==> src/rtl/memory_arbiter.sv <==
`default_nettype none
// ============================================================================
// Module   : memory_arbiter
// Brief    : N-port round-robin arbiter in front of one shared memory port,
//            with abort-on-enable-drop and optional per-transaction timeout.
// Revision : 1.0
// ============================================================================
module memory_arbiter #(
    parameter int NUM_PORTS  = 2,
    parameter int ADDR_WIDTH = 32,
    parameter int DATA_WIDTH = 32,
    parameter int MASK_WIDTH = DATA_WIDTH / 8,
    parameter int TIMEOUT    = 0
) (
    input  logic                             clk,
    input  logic                             reset_n,
    input  logic [NUM_PORTS-1:0]             port_enable,
    input  logic [NUM_PORTS-1:0]             port_command,
    input  logic [NUM_PORTS*ADDR_WIDTH-1:0]  port_address,
    input  logic [NUM_PORTS*DATA_WIDTH-1:0]  port_write_data,
    input  logic [NUM_PORTS*MASK_WIDTH-1:0]  port_write_mask,
    output logic [DATA_WIDTH-1:0]            port_read_data,
    output logic [NUM_PORTS-1:0]             port_valid,
    output logic [NUM_PORTS-1:0]             port_error,
    output logic [NUM_PORTS-1:0]             grant,
    output logic                             busy,
    output logic                             mem_enable,
    output logic                             mem_command,
    output logic [ADDR_WIDTH-1:0]            mem_address,
    output logic [DATA_WIDTH-1:0]            mem_write_data,
    output logic [MASK_WIDTH-1:0]            mem_write_mask,
    input  logic [DATA_WIDTH-1:0]            mem_read_data,
    input  logic                             mem_valid
);

    localparam int c_IDX_W = $clog2(NUM_PORTS);

    typedef enum logic [0:0] {
        S_IDLE = 1'b0,
        S_BUSY = 1'b1
    } state_t;

    state_t               r_state;
    logic [NUM_PORTS-1:0] r_grant;
    logic [c_IDX_W-1:0]   r_owner;
    logic [c_IDX_W-1:0]   r_last;

    logic [ADDR_WIDTH-1:0] w_addr  [NUM_PORTS];
    logic [DATA_WIDTH-1:0] w_wdata [NUM_PORTS];
    logic [MASK_WIDTH-1:0] w_wmask [NUM_PORTS];
    logic [c_IDX_W-1:0]    w_win;
    logic [c_IDX_W-1:0]    w_cand;
    logic                  w_busy;
    logic                  w_own_en;
    logic                  w_to_hit;
    logic                  w_done;

    generate
        for (genvar gi = 0; gi < NUM_PORTS; gi++) begin : g_unpack
            assign w_addr[gi]  = port_address[gi*ADDR_WIDTH +: ADDR_WIDTH];
            assign w_wdata[gi] = port_write_data[gi*DATA_WIDTH +: DATA_WIDTH];
            assign w_wmask[gi] = port_write_mask[gi*MASK_WIDTH +: MASK_WIDTH];
        end
    endgenerate

    // Scan from farthest to nearest after r_last so the nearest requester wins.
    always_comb begin
        w_win  = r_last;
        w_cand = '0;
        for (int k = NUM_PORTS; k >= 1; k--) begin
            w_cand = c_IDX_W'((int'(r_last) + k) % NUM_PORTS);
            if (port_enable[w_cand]) begin
                w_win = w_cand;
            end
        end
    end

    assign w_busy   = (r_state == S_BUSY);
    assign w_own_en = port_enable[r_owner];
    assign w_done   = w_busy & (mem_valid | ~w_own_en | w_to_hit);

    generate
        if (TIMEOUT > 0) begin : g_timeout
            localparam int c_CNT_W = $clog2(TIMEOUT + 1);
            logic [c_CNT_W-1:0] r_cnt;

            always_ff @(posedge clk or negedge reset_n) begin
                if (!reset_n) begin
                    r_cnt <= '0;
                end else if (!w_busy) begin
                    r_cnt <= '0;
                end else begin
                    r_cnt <= r_cnt + c_CNT_W'(1);
                end
            end

            assign w_to_hit = w_busy && (r_cnt == c_CNT_W'(TIMEOUT - 1));
        end else begin : g_no_timeout
            assign w_to_hit = 1'b0;
        end
    endgenerate

    always_ff @(posedge clk or negedge reset_n) begin
        if (!reset_n) begin
            r_state <= S_IDLE;
            r_grant <= '0;
            r_owner <= '0;
            r_last  <= c_IDX_W'(NUM_PORTS - 1);
        end else begin
            case (r_state)
                S_IDLE: begin
                    if (|port_enable) begin
                        r_state <= S_BUSY;
                        r_owner <= w_win;
                        r_grant <= NUM_PORTS'(1) << w_win;
                    end
                end
                S_BUSY: begin
                    if (w_done) begin
                        r_state <= S_IDLE;
                        r_grant <= '0;
                        r_last  <= r_owner;
                    end
                end
                default: r_state <= S_IDLE;
            endcase
        end
    end

    assign grant          = r_grant;
    assign busy           = w_busy;
    assign port_read_data = mem_read_data;
    assign mem_enable     = w_busy & w_own_en;
    assign mem_command    = w_busy ? port_command[r_owner] : 1'b0;
    assign mem_address    = w_busy ? w_addr[r_owner]  : '0;
    assign mem_write_data = w_busy ? w_wdata[r_owner] : '0;
    assign mem_write_mask = w_busy ? w_wmask[r_owner] : '0;
    // A valid arriving on the timeout cycle takes precedence over the error.
    assign port_valid     = (w_busy && mem_valid) ? r_grant : '0;
    assign port_error     = (w_busy && w_to_hit && !mem_valid) ? r_grant : '0;

endmodule
`default_nettype wire

==> config.mk <==
export PLATFORM = sky130hd
export DESIGN_NAME = memory_arbiter
export DESIGN_NICKNAME = d
export VERILOG_FILES = /design/src/rtl/memory_arbiter.sv
export SDC_FILE = /design/constraint.sdc
export NUM_CORES = 1
export LEC_CHECK = 0
export ABC_AREA = 1
export CAP_MARGIN = 15
export CORE_AREA = 2 2 110 112
export CTS_CLUSTER_SIZE = 20
export DETAILED_ROUTE_END_ITERATION = 16
export DIE_AREA = 0 0 112 114
export GPL_TIMING_DRIVEN = 0
export SLEW_MARGIN = 30
export SYNTH_ARGS = -nofsm -noshare
export SYNTH_HDL_FRONTEND = slang
export SYNTH_SLANG_ARGS = --single-unit
==> constraint.sdc <==
create_clock -name clk -period 1.3 [get_ports clk]
set_input_delay 0.13 -clock clk [delete_from_list [all_inputs] [get_ports clk]]
set_output_delay 0.13 -clock clk [all_outputs]
set_load 0.01 [all_outputs]
==> impl_metrics.json, run 1 <==
{
  "multi_input_area_sq_mm": 0.00102,
  "critPathArrivalTime_ns": 1.42,
  "layout_min_cycle_time_ns": 1.55,
  "r2r_slack_ns": 0.13,
  "power_density_mw_per_mm2": 1620,
  "grt_pass1_wl_um": 14500,
  "p_leak_uw": 0.00195,
  "tritoncts": "yes",
  "cts-root-buf": "clkbuf_16",
  "drc_errors": 0,
  "yosys_warnings": 0,
  "status": "finished, violations left",
  "n_fill_cell": 1296,
  "final_cell_mix": "176 x clkdlybuf4s50_1, 141 x nor2_1, 52 x buf_2",
  "cts_buffers": 3,
  "core_area_sq_mm": 0.0117,
  "fin_skew_ns": 0.000923,
  "grt_max_degree": 11,
  "grt_overflow_total": 0,
  "placed_cell_area_sq_mm": 0.00424,
  "crit_type": "reg2out",
  "wirelength_um": 9890,
  "cp-end-kind": "output pin",
  "wire_per_inst_um": 13.9,
  "regArea_sq_um": 126,
  "fin_ws_ns": -0.253,
  "clk-insertion-delay-late_ns": 0.23,
  "cts_buffer_depth": 2,
  "ant_nets": 0,
  "finalPower_uw": 6970,
  "antennaDiodeCount": 0,
  "synth.distinct_cells": 21,
  "die_x_um": 112,
  "critical_path_required_ns": 1.17,
  "ys_ff_latch": 5,
  "nets": 739,
  "rsz0062_at_grt": "true",
  "r2r_cells": 6,
  "avgViaCountPerCell": 4.08,
  "dp_hpwl_um": 8120,
  "synthCells": 303,
  "start_util_pct": 13.3,
  "clk_pin_slew_ns": 0.03,
  "final_area_sq_mm": 0.00431,
  "io-pin-count": 284,
  "post-route-util_pct": 36.8,
  "crit-reg2reg-capture": "grant[1]$_DFFE_PN0P_",
  "die_h_um": 114,
  "path_max_fanout": 10,
  "synthToLayoutAreaGrowth_pct": 176,
  "gp_congestion": 0.835,
  "cp-start-kind": "flip-flop",
  "cts_sinks": 5,
  "drive_gt1_share_pct": 27.4,
  "die_area_sq_mm": 0.0128,
  "portBuffers": 249,
  "vias": 2894,
  "hold_class": "in2async",
  "htree_levels": 1,
  "r2r_start": "busy$_DFF_PN0_",
  "fmax_ghz": 0.644,
  "drt_iter0_drc": 71,
  "antenna_found_initial": 0,
  "first_pass_iters": 4,
  "finalMaxSlewViolations": 0,
  "ir_worst_vdd_v": 0.000877,
  "ys_seq_area_share_pct": 8.09,
  "syn_avg_cell_area_sq_um": 5.15,
  "grt_pass1_vias": 2855,
  "setup_viol_count_final": 72,
  "cts-hold-fix-buffers": 0,
  "min_period_over_period_pct": 119,
  "final_common_cell": "clkdlybuf4s50_1",
  "syn_area_sq_mm": 0.00156,
  "rows": 40,
  "maxCapViolCount": 0,
  "violations": "setup timing",
  "hold_violations": 0,
  "grt.total_usage_pct": 13.9
}
stage by stage:
| step | TNS, ns | instances | hold slack [ns] | setup WS, ns |
|---|---|---|---|---|
| 2_1_floorplan | 0 | 304 | -0.166 | 0.207 |
| 3_3_place_gp | -28.11 | 700 | 0.374 | -0.504 |
| 3_5_place_dp | -28.24 | 700 | 0.381 | -0.494 |
| 4_1_cts | -16.13 | 707 | 0.138 | -0.308 |
| 5_1_grt | -17.24 | 710 | 0.146 | -0.313 |
| 6_report | -12.18 | 710 | 0.127 | -0.253 |
kinds of logic after synthesis:
group                  count (synthesis)  share of synthesized area [%]
AO/OA/AOI/OAI                         74                           24.1
buffers and inverters                 65                           28.4
flip-flops                             5                           8.09
other                                  1                          0.240
AND/OR/NAND/NOR                      158                           39.1
how the worst max path moves through the flow:
stage / from / to / depth (start not counted)
5_1_grt: r_owner$_DFFE_PN0P_ / mem_address[0] / 6
2_1_floorplan: busy$_DFF_PN0_ / mem_address[0] / 4
3_3_place_gp: r_owner$_DFFE_PN0P_ / mem_address[9] / 6
6_report: r_owner$_DFFE_PN0P_ / mem_address[2] / 6
4_1_cts: r_owner$_DFFE_PN0P_ / mem_address[21] / 6
3_5_place_dp: r_owner$_DFFE_PN0P_ / mem_address[9] / 6
final cells by class:
| cell class | instances | area share [%] |
|---|---|---|
| Inverter | 8 | 1.13 |
| Tap cell | 147 | 4.27 |
| Sequential cell | 5 | 2.93 |
| Timing Repair Buffer | 255 | 54.0 |
| Clock buffer | 4 | 1.83 |
| Buffer | 57 | 12.1 |
| Multi-Input combinational cell | 234 | 23.7 |
cells in the mapped netlist, drive strengths merged:
cell	instances	area, sq um
clkbuf	2	7.51
nor2	143	539
a21oi	1	8.76
nor3	2	10.0
dfrtp	4	100
nand2	11	46.3
inv	8	35.0
o21a	1	7.51
dfstp	1	26.3
conb	1	3.75
nand3	2	15.0
o21ai	72	360
buf	55	402
flip-flops by register name (all words and copies together) (netlist names):
register  flops
r_last        1
busy          1
r_owner       1
grant         2
what timing repair did:
action                                  4_1_cts  5_1_grt
buffers inserted                              3        2
endpoints found under the hold margin         0        0
pin swaps                                     5        5
gates cloned                                  0        1
resized for setup                           311       52
endpoints found under the setup margin       72       73
per-layer routing:
| metal | routed length, um | share of wire [%] | track usage (%) | vias up |
|---|---|---|---|---|
| li1 | - | - | - | 1447 |
| met1 | 4050 | 41 | 16.9 | 1286 |
| met2 | 5030 | 51 | 25.9 | 144 |
| met3 | 616 | 6.2 | 1.86 | 17 |
| met4 | 189 | 1.9 | 3.50 | 0 |
| met5 | 0 | 0 | 0 | - |
power by group:
part           switching [uW]  total, uW  internal, uW
sequential               50.0        294           244
clock                     112        519           407
combinational            3180       6160          2980
total                    3340       6970          3630
worst max-delay path, cell delays in order, from the launching register on:
cell and delay (ns):
dfrtp_1 0.40, buf_12 0.17, inv_16 0.10, buf_12 0.13, nor2_1 0.04, nor2_1 0.17, buf_2 0.17
Note: power is estimated with default switching activity, not from simulation.
==> run 2, diff against run 1 <==
--- a/config.mk
+++ b/config.mk
@@ -6,7 +6,7 @@
 export NUM_CORES = 1
 export LEC_CHECK = 0
 export ABC_AREA = 1
-export CAP_MARGIN = 15
+export CAP_MARGIN = 20
 export CORE_AREA = 2 2 110 112
 export CTS_CLUSTER_SIZE = 20
 export DETAILED_ROUTE_END_ITERATION = 16
==> results of run 2 <==
The final DEF is identical to that of run 1; final timing and power are the same.
